===== src/rtl/vga_scanout.sv =====
// VGA 640x480@60 scanout of a 256x256 grey framebuffer, centred with a black border.
// Latency RAM_LATENCY+2 from counter position to pins; enable=0 freezes position while the pipeline keeps shifting.
module vga_scanout #(
    parameter int H_ACTIVE    = 640,
    parameter int H_FP        = 16,
    parameter int H_SYNC      = 96,
    parameter int H_BP        = 48,
    parameter int V_ACTIVE    = 480,
    parameter int V_FP        = 10,
    parameter int V_SYNC      = 2,
    parameter int V_BP        = 33,
    parameter int IMG_W       = 256,
    parameter int IMG_H       = 256,
    parameter int X_OFF       = 192,
    parameter int Y_OFF       = 112,
    parameter int RAM_LATENCY = 1
) (
    input  logic        clk,
    input  logic        reset,
    input  logic        enable,
    output logic [15:0] rd_addr,
    input  logic [7:0]  rd_data,
    output logic        hsync,
    output logic        vsync,
    output logic        blank_n,
    output logic        sync_n,
    output logic [7:0]  red,
    output logic [7:0]  green,
    output logic [7:0]  blue,
    output logic        frame_start
);

    typedef struct packed {
        logic vis;
        logic hs;
        logic vs;
        logic win;
        logic first;
    } flags_t;

    localparam flags_t FLAGS_RST = '{vis: 1'b0, hs: 1'b1, vs: 1'b1, win: 1'b0, first: 1'b0};

    localparam logic [9:0] H_LAST = 10'(H_ACTIVE + H_FP + H_SYNC + H_BP - 1);
    localparam logic [9:0] V_LAST = 10'(V_ACTIVE + V_FP + V_SYNC + V_BP - 1);
    localparam logic [9:0] H_VIS  = 10'(H_ACTIVE);
    localparam logic [9:0] V_VIS  = 10'(V_ACTIVE);
    localparam logic [9:0] HS_BEG = 10'(H_ACTIVE + H_FP);
    localparam logic [9:0] HS_END = 10'(H_ACTIVE + H_FP + H_SYNC);
    localparam logic [9:0] VS_BEG = 10'(V_ACTIVE + V_FP);
    localparam logic [9:0] VS_END = 10'(V_ACTIVE + V_FP + V_SYNC);
    localparam logic [9:0] X_BEG  = 10'(X_OFF);
    localparam logic [9:0] X_END  = 10'(X_OFF + IMG_W);
    localparam logic [9:0] Y_BEG  = 10'(Y_OFF);
    localparam logic [9:0] Y_END  = 10'(Y_OFF + IMG_H);

    logic [9:0]  h_cnt;
    logic [9:0]  v_cnt;
    logic [15:0] ptr;
    flags_t      f0;
    flags_t      f1;
    flags_t      dly [RAM_LATENCY];
    flags_t      fl;
    logic [7:0]  pix;

    always_comb begin
        f0       = FLAGS_RST;
        f0.vis   = (h_cnt < H_VIS) && (v_cnt < V_VIS);
        f0.hs    = !((h_cnt >= HS_BEG) && (h_cnt < HS_END));
        f0.vs    = !((v_cnt >= VS_BEG) && (v_cnt < VS_END));
        f0.win   = (h_cnt >= X_BEG) && (h_cnt < X_END) && (v_cnt >= Y_BEG) && (v_cnt < Y_END);
        f0.first = (h_cnt == 10'd0) && (v_cnt == 10'd0) && enable;
    end

    // Pointer is zeroed on the edge entering (0,0) so it already reads 0 while parked there.
    always_ff @(posedge clk) begin
        if (reset) begin
            h_cnt <= '0;
            v_cnt <= '0;
            ptr   <= '0;
        end else if (enable) begin
            if (f0.win) begin
                ptr <= ptr + 16'd1;
            end
            if (h_cnt == H_LAST) begin
                h_cnt <= '0;
                if (v_cnt == V_LAST) begin
                    v_cnt <= '0;
                    ptr   <= '0;
                end else begin
                    v_cnt <= v_cnt + 10'd1;
                end
            end else begin
                h_cnt <= h_cnt + 10'd1;
            end
        end
    end

    always_ff @(posedge clk) begin
        if (reset) begin
            rd_addr <= '0;
            f1      <= FLAGS_RST;
            for (int i = 0; i < RAM_LATENCY; i++) begin
                dly[i] <= FLAGS_RST;
            end
        end else begin
            rd_addr <= ptr;
            f1      <= f0;
            dly[0]  <= f1;
            for (int i = 1; i < RAM_LATENCY; i++) begin
                dly[i] <= dly[i-1];
            end
        end
    end

    assign fl  = dly[RAM_LATENCY-1];
    assign pix = (fl.win && fl.vis) ? rd_data : 8'd0;

    always_ff @(posedge clk) begin
        if (reset) begin
            hsync       <= 1'b1;
            vsync       <= 1'b1;
            blank_n     <= 1'b0;
            red         <= '0;
            green       <= '0;
            blue        <= '0;
            frame_start <= 1'b0;
        end else begin
            hsync       <= fl.hs;
            vsync       <= fl.vs;
            blank_n     <= fl.vis;
            red         <= pix;
            green       <= pix;
            blue        <= pix;
            frame_start <= fl.first;
        end
    end

    assign sync_n = 1'b0;

endmodule


===== config.mk =====
export PLATFORM = sky130hd
export DESIGN_NAME = vga_scanout
export DESIGN_NICKNAME = d
export VERILOG_FILES = /design/src/rtl/vga_scanout.sv
export SDC_FILE = /design/constraint.sdc
export NUM_CORES = 1
export LEC_CHECK = 0
export CORE_MARGIN = 4
export CORE_UTILIZATION = 49
export CTS_BUF_LIST = sky130_fd_sc_hd__clkbuf_2
export DETAILED_ROUTE_END_ITERATION = 10
export GPL_ROUTABILITY_DRIVEN = 0
export PLACE_DENSITY = 0.84
export SLEW_MARGIN = 30
export SYNTH_ARGS = -nofsm -noshare
export SYNTH_HDL_FRONTEND = slang
export SYNTH_SLANG_ARGS = --single-unit

===== constraint.sdc =====
create_clock -name clk -period 1.75 [get_ports clk]
set_input_delay 0.525 -clock clk [delete_from_list [all_inputs] [get_ports clk]]
set_output_delay 0.525 -clock clk [all_outputs]
set_load 0.01 [all_outputs]

==> results of run 1 <==
## power by group through the flow
stage          registers, mW  clock network [mW]  logic [mW]
6_report                1.70                1.23      0.0986
5_1_grt                 1.70                1.33       0.109
4_1_cts                 1.70                1.25      0.0966
3_5_place_dp            1.73                   0      0.0970
3_3_place_gp            1.73                   0      0.0944
2_1_floorplan           1.74                   0      0.0469
## cell type report
| cell class | count | area [um2] |
|---|---|---|
| Inverter | 6 | 22.5 |
| Sequential cell | 74 | 1500 |
| Tap cell | 75 | 93.8 |
| Clock buffer | 10 | 50.0 |
| Multi-Input combinational cell | 211 | 1380 |
| Fill cell | 499 | 2000 |
| Clock inverter | 6 | 113 |
| Timing Repair Buffer | 95 | 798 |
## logic make-up (layout without fill, tap and decap cells)
group	after synthesis	after routing
flip-flops	74	74
AND/OR/NAND/NOR	152	152
AO/OA/AOI/OAI	25	25
XOR/XNOR	27	27
adder cells (fa/ha/maj)	5	5
buffers and inverters	38	117
other	1	1
multiplexers	1	1
## synthesized netlist by cell type, types with 4 or more instances
cell	instances
dfxtp_1	74
nor2_1	32
nor2b_1	22
nand2_1	19
buf_4	17
xnor2_1	17
nor3_1	14
a21oi_1	10
and3_1	10
nand3_1	10
nand4_1	10
xor2_1	10
clkbuf_1	8
inv_1	6
ha_1	5
o21ai_0	5
or3_1	5
or2_2	4
## state kept, by name (all words and copies together) (netlist names)
| register | count |
|---|---|
| frame_start | 1 |
| hsync | 1 |
| rd_addr | 16 |
| blank_n | 1 |
| blue | 8 |
| v_cnt | 10 |
| ptr | 16 |
| vsync | 1 |
| h_cnt | 10 |
| dly | 5 |
| f1 | 5 |
## stage by stage
step	power [mW]	hold slack (ns)	std cells	TNS [ns]
floorplan	1.78	0.389	323	-0.572
global placement	1.83	0.392	459	-13.89
detailed placement	1.83	0.395	459	-15.57
CTS	3.05	0.436	477	0
global route	3.14	0.446	477	-0.341
finish	3.03	0.433	477	-0.00558
## routing by layer
metal  track usage [%]  wire length [um]
met5                 0                 0
met4              9.49               167
met3              4.09               375
met2              29.3              3030
met1              21.8              2840
## worst max path at each step
stage                         from  endpoint  slack, ns  cells past startpoint
after global placement      enable   ptr[12]      -0.47                      7
after floorplan           h_cnt[6]  v_cnt[4]      -0.04                      6
after detailed placement    enable    ptr[7]      -0.49                      6
final                     h_cnt[6]  v_cnt[6]     -0.006                      4
after global routing      v_cnt[2]  v_cnt[9]      -0.08                      5
after CTS                 h_cnt[6]  v_cnt[6]      0.005                      4
## repair_timing
action	CTS	global route
setup endpoints to repair	47	22
endpoints found under the hold margin	0	0
pin swaps	1	2
buffers inserted	2	0
gates resized for setup	68	15
## worst max-delay path, cell delays in order, from the launching register on
cell,delay (ns)
dfxtp_2,0.38
or2_1,0.24
or4_4,0.62
or3_1,0.34
a21oi_1,0.13
==> flow_summary.ini, run 1 <==
[outcome]
status = finished, violations left
violations = negative setup slack

[detailed_routing]
viasPerCell = 5.25
dr.pass1.iters = 4
drtIter0Drc = 145
wl_per_cell_um = 13.5
num_vias = 2502
antenna_left = 0
wl_mm = 6.42
drc = 0

[global_route]
grt_pass1_wl_mm = 10.7
grt.total_usage_pct = 17.9
overflow = 0
grt_max_degree = 26
grt_pass1_vias = 2383
antenna_found_initial = 0

[power]
switching_share_pct = 21.4
p_clk_share_pct = 40.5
power_frac_comb_pct = 3.3
powerDensity_nw_per_um2 = 764
leakage_nw = 1.70
switchingPower_uw = 649
p_seq_share_pct = 56.2
ir_drop_v = 0.000540
internal_power_mw = 2.38

[floorplan]
ios = 56
die_w_um = 86.7
start_util_pct = 51.0
coreArea_um2 = 5960
die_h_um = 86.7
dieArea_um2 = 7520
rows = 28

[run]
cap_violations = 0

[yosys]
async_reset_ff_share_pct = 0
synth_fp_nets = 339
synth_seq_area_share_pct = 48.8
synth_area_leaders = dfxtp_1 49%, xnor2_1 4.9%, nor2b_1 4.5%, buf_4 4.2%, nor2_1 4.0%
synth_compound_area_share_pct = 5.69
netlist_instances = 323
synth_xor_area_share_pct = 7.79
yosys.area.top_type = dfxtp_1
yosys.area.top_type_share_pct = 48.8
synth_top_family_by_area = simple AND/OR/NAND/NOR gates
synth_mux_area_share_pct = 0.330
avgSynthCellArea_um2 = 9.40
ys_types = 44
ys_ff_latch = 74
synth_enable_flop_cells = 0
synth_area_um2 = 3040
synth_ff_type = dfxtp_1
synth-simple-area-share_pct = 27.5
synthAdderAreaFrac_pct = 2.06
ys_warn_count = 0

[placement]
place_ws_ns = -0.494
dpl.hpwl_mm = 4.67
place_area_um2 = 3780
port_buffers = 54

[layout]
nets = 413
final_cell_mix = 59 x dfxtp_1, 40 x dlygate4sd2_1, 38 x buf_4, 31 x nor2_1, 22 x nor2b_1
layout.cells.most_common = dfxtp_1
antenna_cells = 0
final_cell_area_um2 = 3960
drive_above_1_share_pct = 24.9
synthToLayoutAreaGrowth_pct = 30.4
post-route-util_pct = 66.5

[critical_path]
crit_fanout = 9
r2r_slack_ns = -0.006
crit_path_end_kind = flip-flop
crit_arrival_ns = 2.18
cp_data_required_time_ns = 2.18
critPathKind = reg2reg
reg2reg_from = h_cnt[6]
worst_r2r_path_depth = 4
regToRegEndpoint = v_cnt[6]
critPathLaunchType = flip-flop

[clocking]
cts-root-buf = clkbuf_2
cts_made_buffers = 9
tritoncts = yes
cts_hold_buffers = 0
clock_sink_count = 74
htreeDepth = 3
clk_latency_ns = 0.49
clk_path_buf_depth = 2
clk_pin_slew_ns = 0.19

[timing]
fmax_mhz = 570
drv_slew = 0
rsz0062_at_grt = yes
skew_ns = 0.0183
period_needed_ns = 1.76
hold_viol = 0
post-route-period-util_pct = 100
fin_ws_ns = -0.00558
finalSetupViolCount = 1

[worst_hold_path]
hp-class = reg2reg
hp-start = f1[2]
holdPathStages = 1
holdPathEnd = dly[0][2]
Note: power is estimated with default switching activity, not from simulation.
==> run 2, diff against run 1 <==
ABC_AREA = 1   (was unset)
GPL_TIMING_DRIVEN = 0   (was unset)
PLACE_DENSITY = 0.83   (was 0.84)
==> flow_summary.ini, run 2 <==
[yosys]
synth_fp_nets = 430
synth_enable_flop_cells = 0
synth_seq_area_share_pct = 47.2
async_reset_ff_share_pct = 0
avgSynthCellArea_um2 = 7.58
synth_ff_type = dfxtp_1
netlist_instances = 414
ys_types = 32
yosys.area.top_type_share_pct = 47.2
synth_area_um2 = 3140
yosys.area.top_type = dfxtp_1
synth_common_cells = 74 x dfxtp_1, 73 x nor2_1, 63 x inv_1, 57 x nand2_1, 20 x nand3_1
ys_ff_latch = 74
yosysMostFrequentCell = dfxtp_1
ys_warn_count = 0
synth_area_leaders = dfxtp_1 47%, nor2_1 8.7%, inv_1 7.5%, nand2_1 6.8%, buf_4 4.1%

[critical_path]
path_cells = buf_6 -> buf_6 -> buf_6
crit_path_top_delay_cell = dfxtp_2
crit_arrival_ns = 1.21
crit_fanout = 2
critPathKind = reg2out
critPathLaunchType = flip-flop
cp_data_required_time_ns = 1.22
path_delay_family = flip-flops
crit_path_end_kind = output port
path_buf_inv = 3
crit_path_max_incr_delay_ns = 0.37
cpMostUsedCell = buf_6

[power]
switchingPower_uw = 679
internal_power_mw = 2.09
p_seq_share_pct = 61.6
power_mw = 2.76
ir_drop_v = 0.000596
switching_share_pct = 24.6
powerDensity_nw_per_um2 = 685
p_clk_share_pct = 34.3
power_frac_comb_pct = 4.1
leakage_nw = 1.76

[clocking]
cts-root-buf = clkbuf_2
cts_made_buffers = 9
clk_path_buf_depth = 2
clock_sink_count = 74
clk_latency_ns = 0.51
cts_hold_buffers = 0
clk_pin_slew_ns = 0.20
tritoncts = yes
htreeDepth = 3

[layout]
antenna_cells = 0
synthToLayoutAreaGrowth_pct = 28.6
layout.cells.most_common = nor2_1
nets = 502
fin_cells = 566
final_cell_mix = 70 x nor2_1, 63 x inv_1, 56 x nand2_1, 48 x dfxtp_1, 37 x buf_6
drive_above_1_share_pct = 24.6
top_regs = ptr x16, rd_addr x16

[detailed_routing]
num_vias = 2823
wl_mm = 6.92
dr.pass1.iters = 4
wl_per_cell_um = 12.2
antenna_left = 0
viasPerCell = 4.99
drtIter0Drc = 201
drc = 0

[global_route]
grt_max_degree = 14
antenna_found_initial = 0
grt_pass1_vias = 2626
grt_pass1_wl_mm = 11.5
grt.total_usage_pct = 18.8
overflow = 0

[placement]
dpl.hpwl_mm = 4.91
dp.cells = 542
port_buffers = 53

[floorplan]
die_w_um = 88.0
dieArea_um2 = 7750
start_util_pct = 51.8
die_h_um = 88.0
ios = 56
coreArea_um2 = 6060
rows = 28

[timing]
drv_slew = 0
skew_ns = 0.0179
period_needed_ns = 1.73
finalSetupViolCount = 0
post-route-period-util_pct = 98.9
rsz0062_at_grt = yes
hold_viol = 0
fmax_mhz = 578

[worst_hold_path]
hp-class = in2reg

[run]
cap_violations = 0

[outcome]
status = finished clean
run 2: cell types whose count changed in the layout (fill, tap and decap cells not counted), moves of 17 or more:
| cell | before | now |
|---|---|---|
| buf_4 | 38 | 6 |
| buf_6 | 2 | 37 |
| dlygate4sd2_1 | 40 | 8 |
| inv_1 | 6 | 63 |
| nand2_1 | 19 | 56 |
| nor2_1 | 31 | 70 |
| nor2b_1 | 22 | 0 |
| xnor2_1 | 17 | 0 |
run 2: cell families after synthesis:
| logic type | share of synthesized area [%] |
|---|---|
| and+or+nand+nor | 30.0 |
| DFF | 47.2 |
| xor gates and xnor gates | 0.559 |
| buffers and inverters | 13.4 |
| AOI/OAI and AO/OA | 6.70 |
| adders and majority gates | 1.99 |
| other | 0.120 |
run 2: power by group through the flow:
stage          sequential (mW)  clock, mW  combinational (mW)
5_1_grt                   1.71       1.07               0.127
2_1_floorplan             1.74          0              0.0593
6_report                  1.70      0.947               0.114
4_1_cts                   1.70      0.961               0.102
3_5_place_dp              1.74          0               0.102
3_3_place_gp              1.74          0               0.101
run 2: routing by layer:
layer	up-vias	part of all wire, %	global-route usage [%]
met1	1250	40	22.3
li1	1437	-	-
met2	111	48	31.2
met5	-	0	0
met3	25	9.7	6.96
met4	0	2.8	7.01
run 2: cell type report:
class / instances / area, um2
Timing Repair Buffer: 66 / 623
Inverter: 67 / 251
Tap cell: 75 / 93.8
Multi-Input combinational cell: 249 / 1260
Clock buffer: 10 / 50.0
Buffer: 19 / 174
Clock inverter: 6 / 66.3
Fill cell: 506 / 2030
Sequential cell: 74 / 1510
run 2: path summary, 6_finish.rpt:
path	from	endpoint	slack, ns	depth (start not counted)
setup / recovery	blue[6]	green[6]	0.02	3
hold / removal	reset	blank_n	0.36	2
setup reg to reg	h_cnt[0]	v_cnt[9]	0.10	12
hold reg to reg	f1[0]	dly[0][0]	0.40	2
run 2: repair_timing:
item | 4_1_cts | 5_1_grt
resized for setup | 112 | 79
pin swaps | 1 | 1
endpoints found under the setup margin | 63 | 57
setup buffers | 12 | 3
run 2: metrics by stage:
stage	setup TNS [ns]	hold WS [ns]	utilization, %	cell area (um2)	worst slack [ns]
3_5_place_dp	-15.00	0.393	62.1	3760	-0.593
6_report	0	0.359	66.6	4030	0.0195
5_1_grt	-0.950	0.340	66.6	4030	-0.0925
2_1_floorplan	0	0.388	-	3140	0.199
4_1_cts	-0.500	0.372	64.8	3930	-0.130
3_3_place_gp	-14.21	0.390	62.1	3760	-0.572
==> run 3, diff against run 2 <==
CORE_MARGIN = 1.5   (was 4)
SKIP_LAST_GASP = 1   (was unset)
==> flow_summary.ini, run 3 (same netlist as run 2, synthesis figures left out) <==
[outcome]
status = finished clean

[critical_path]
cp_data_required_time_ns = 1.22
crit_fanout = 2
crit_path_top_delay_cell = dfxtp_2
critPathKind = reg2out
crit_arrival_ns = 1.20
path_cells = buf_6 -> buf_4 -> buf_6
crit_path_end_kind = output port
crit_path_max_incr_delay_ns = 0.36
path_delay_family = flip-flops
critPathLaunchType = flip-flop
path_buf_inv = 3
cpMostUsedCell = buf_6

[floorplan]
die_w_um = 83.0
ios = 56
dieArea_um2 = 6890
die_h_um = 83.0
start_util_pct = 51.8
rows = 28
coreArea_um2 = 6060

[timing]
hold_viol = 0
slew_headroom_pct = 66.7
post-route-period-util_pct = 98.5
skew_ns = 0.0204
rsz0062_at_grt = yes
finalSetupViolCount = 0
whs_ns = 0.396
period_needed_ns = 1.72
fmax_mhz = 580
drv_slew = 0
fin_setup_tns_ns = 0
fin_ws_ns = 0.0271
tightest_slew_ns = 0.500

[detailed_routing]
antenna_left = 0
wl_per_cell_um = 11.8
num_vias = 2783
drc = 0
dr.pass1.iters = 7
drtIter0Drc = 134
viasPerCell = 4.93
wl_mm = 6.65

[run]
cap_violations = 0

[clocking]
htreeDepth = 3
cts_made_buffers = 9
clk_latency_ns = 0.51
clk_path_buf_depth = 2
cts-root-buf = clkbuf_2
clock_sink_count = 74
cts_hold_buffers = 0
clk_pin_slew_ns = 0.18
tritoncts = yes

[global_route]
overflow = 0
antenna_found_initial = 0
grt_max_degree = 13
grt.total_usage_pct = 20.6
grt_pass1_wl_mm = 11.6
grt_pass1_vias = 2537

[power]
ir_drop_v = 0.000531
p_clk_share_pct = 28.9
power_frac_comb_pct = 4.6
switchingPower_uw = 641
leakage_nw = 1.81
powerDensity_nw_per_um2 = 641
switching_share_pct = 25.1
internal_power_mw = 1.92
p_seq_share_pct = 66.6

[placement]
place_ws_ns = -0.599
dpl.hpwl_mm = 4.82
port_buffers = 53

[layout]
layout.cells.most_common = nor2_1
final_cell_mix = 68 x nor2_1, 63 x inv_1, 58 x dfxtp_1, 56 x nand2_1, 26 x dlygate4sd2_1
antenna_cells = 0
nets = 502
fill_cells = 529
top_regs = ptr x16, rd_addr x16
drive_above_1_share_pct = 21.0
synthToLayoutAreaGrowth_pct = 27.1

[worst_hold_path]
hp-class = in2reg
run 3: power groups by stage:
| stage | logic, mW | clock network [mW] | registers (mW) |
|---|---|---|---|
| after floorplan | 0.0593 | 0 | 1.74 |
| after global placement | 0.101 | 0 | 1.74 |
| after detailed placement | 0.104 | 0 | 1.74 |
| after CTS | 0.107 | 0.761 | 1.70 |
| after global routing | 0.132 | 0.831 | 1.71 |
| final | 0.117 | 0.738 | 1.70 |
run 3: layout make-up:
cell class	instances	area (um2)	area share, %
flip-flops and latches	74	1510	37.8
multi-input cells	249	1290	32.5
repair buffers	65	596	14.9
inverters	67	251	6.31
plain buffers	20	165	4.14
well taps	75	93.8	2.35
clock buffers	9	45.0	1.13
clock inverters	6	35.0	0.879
run 3: metrics by stage:
| stage | total power, mW | instance area (um2) | std cells | util (%) |
|---|---|---|---|---|
| floorplan | 1.80 | 3140 | 414 | - |
| global placement | 1.84 | 3760 | 542 | 62.1 |
| detailed placement | 1.84 | 3760 | 542 | 62.1 |
| CTS | 2.57 | 3890 | 565 | 64.1 |
| global route | 2.67 | 3990 | 565 | 65.8 |
| finish | 2.56 | 3990 | 565 | 65.8 |
run 3: worst register-to-register path, cell delays in order, from the launching register on:
cell and delay (ns):
dfxtp_4 0.41, ha_4 0.15, nand2_4 0.06, nor2_4 0.13, inv_2 0.07, nor2_4 0.18
buf_6 0.13, nand3_4 0.07, nor2_4 0.14, nand2_1 0.07, nand2_1 0.06, inv_1 0.04
nor2_1 0.09
run 3: layer usage:
layer / vias up / GRT usage [%] / routed length, um
li1: 1435 / - / -
met1: 1255 / 26.3 / 3010
met2: 85 / 34.1 / 3190
met3: 8 / 6.36 / 370
met4: 0 / 5.00 / 72
met5: - / 0 / 0
run 3: what timing repair did:
item / CTS / global route
pin swaps: 1 / 4
endpoints found under the setup margin: 66 / 36
buffers inserted: 11 / 3
gates resized for setup: 116 / 36
run 3: worst paths after layout:
path / from / end / slack (ns) / depth (start not counted)
setup / recovery: blue[2] / red[2] / 0.03 / 3
hold reg to reg: dly[0][0] / frame_start / 0.41 / 2
setup reg to reg: h_cnt[1] / v_cnt[9] / 0.10 / 12
hold / removal: reset / blank_n / 0.40 / 2
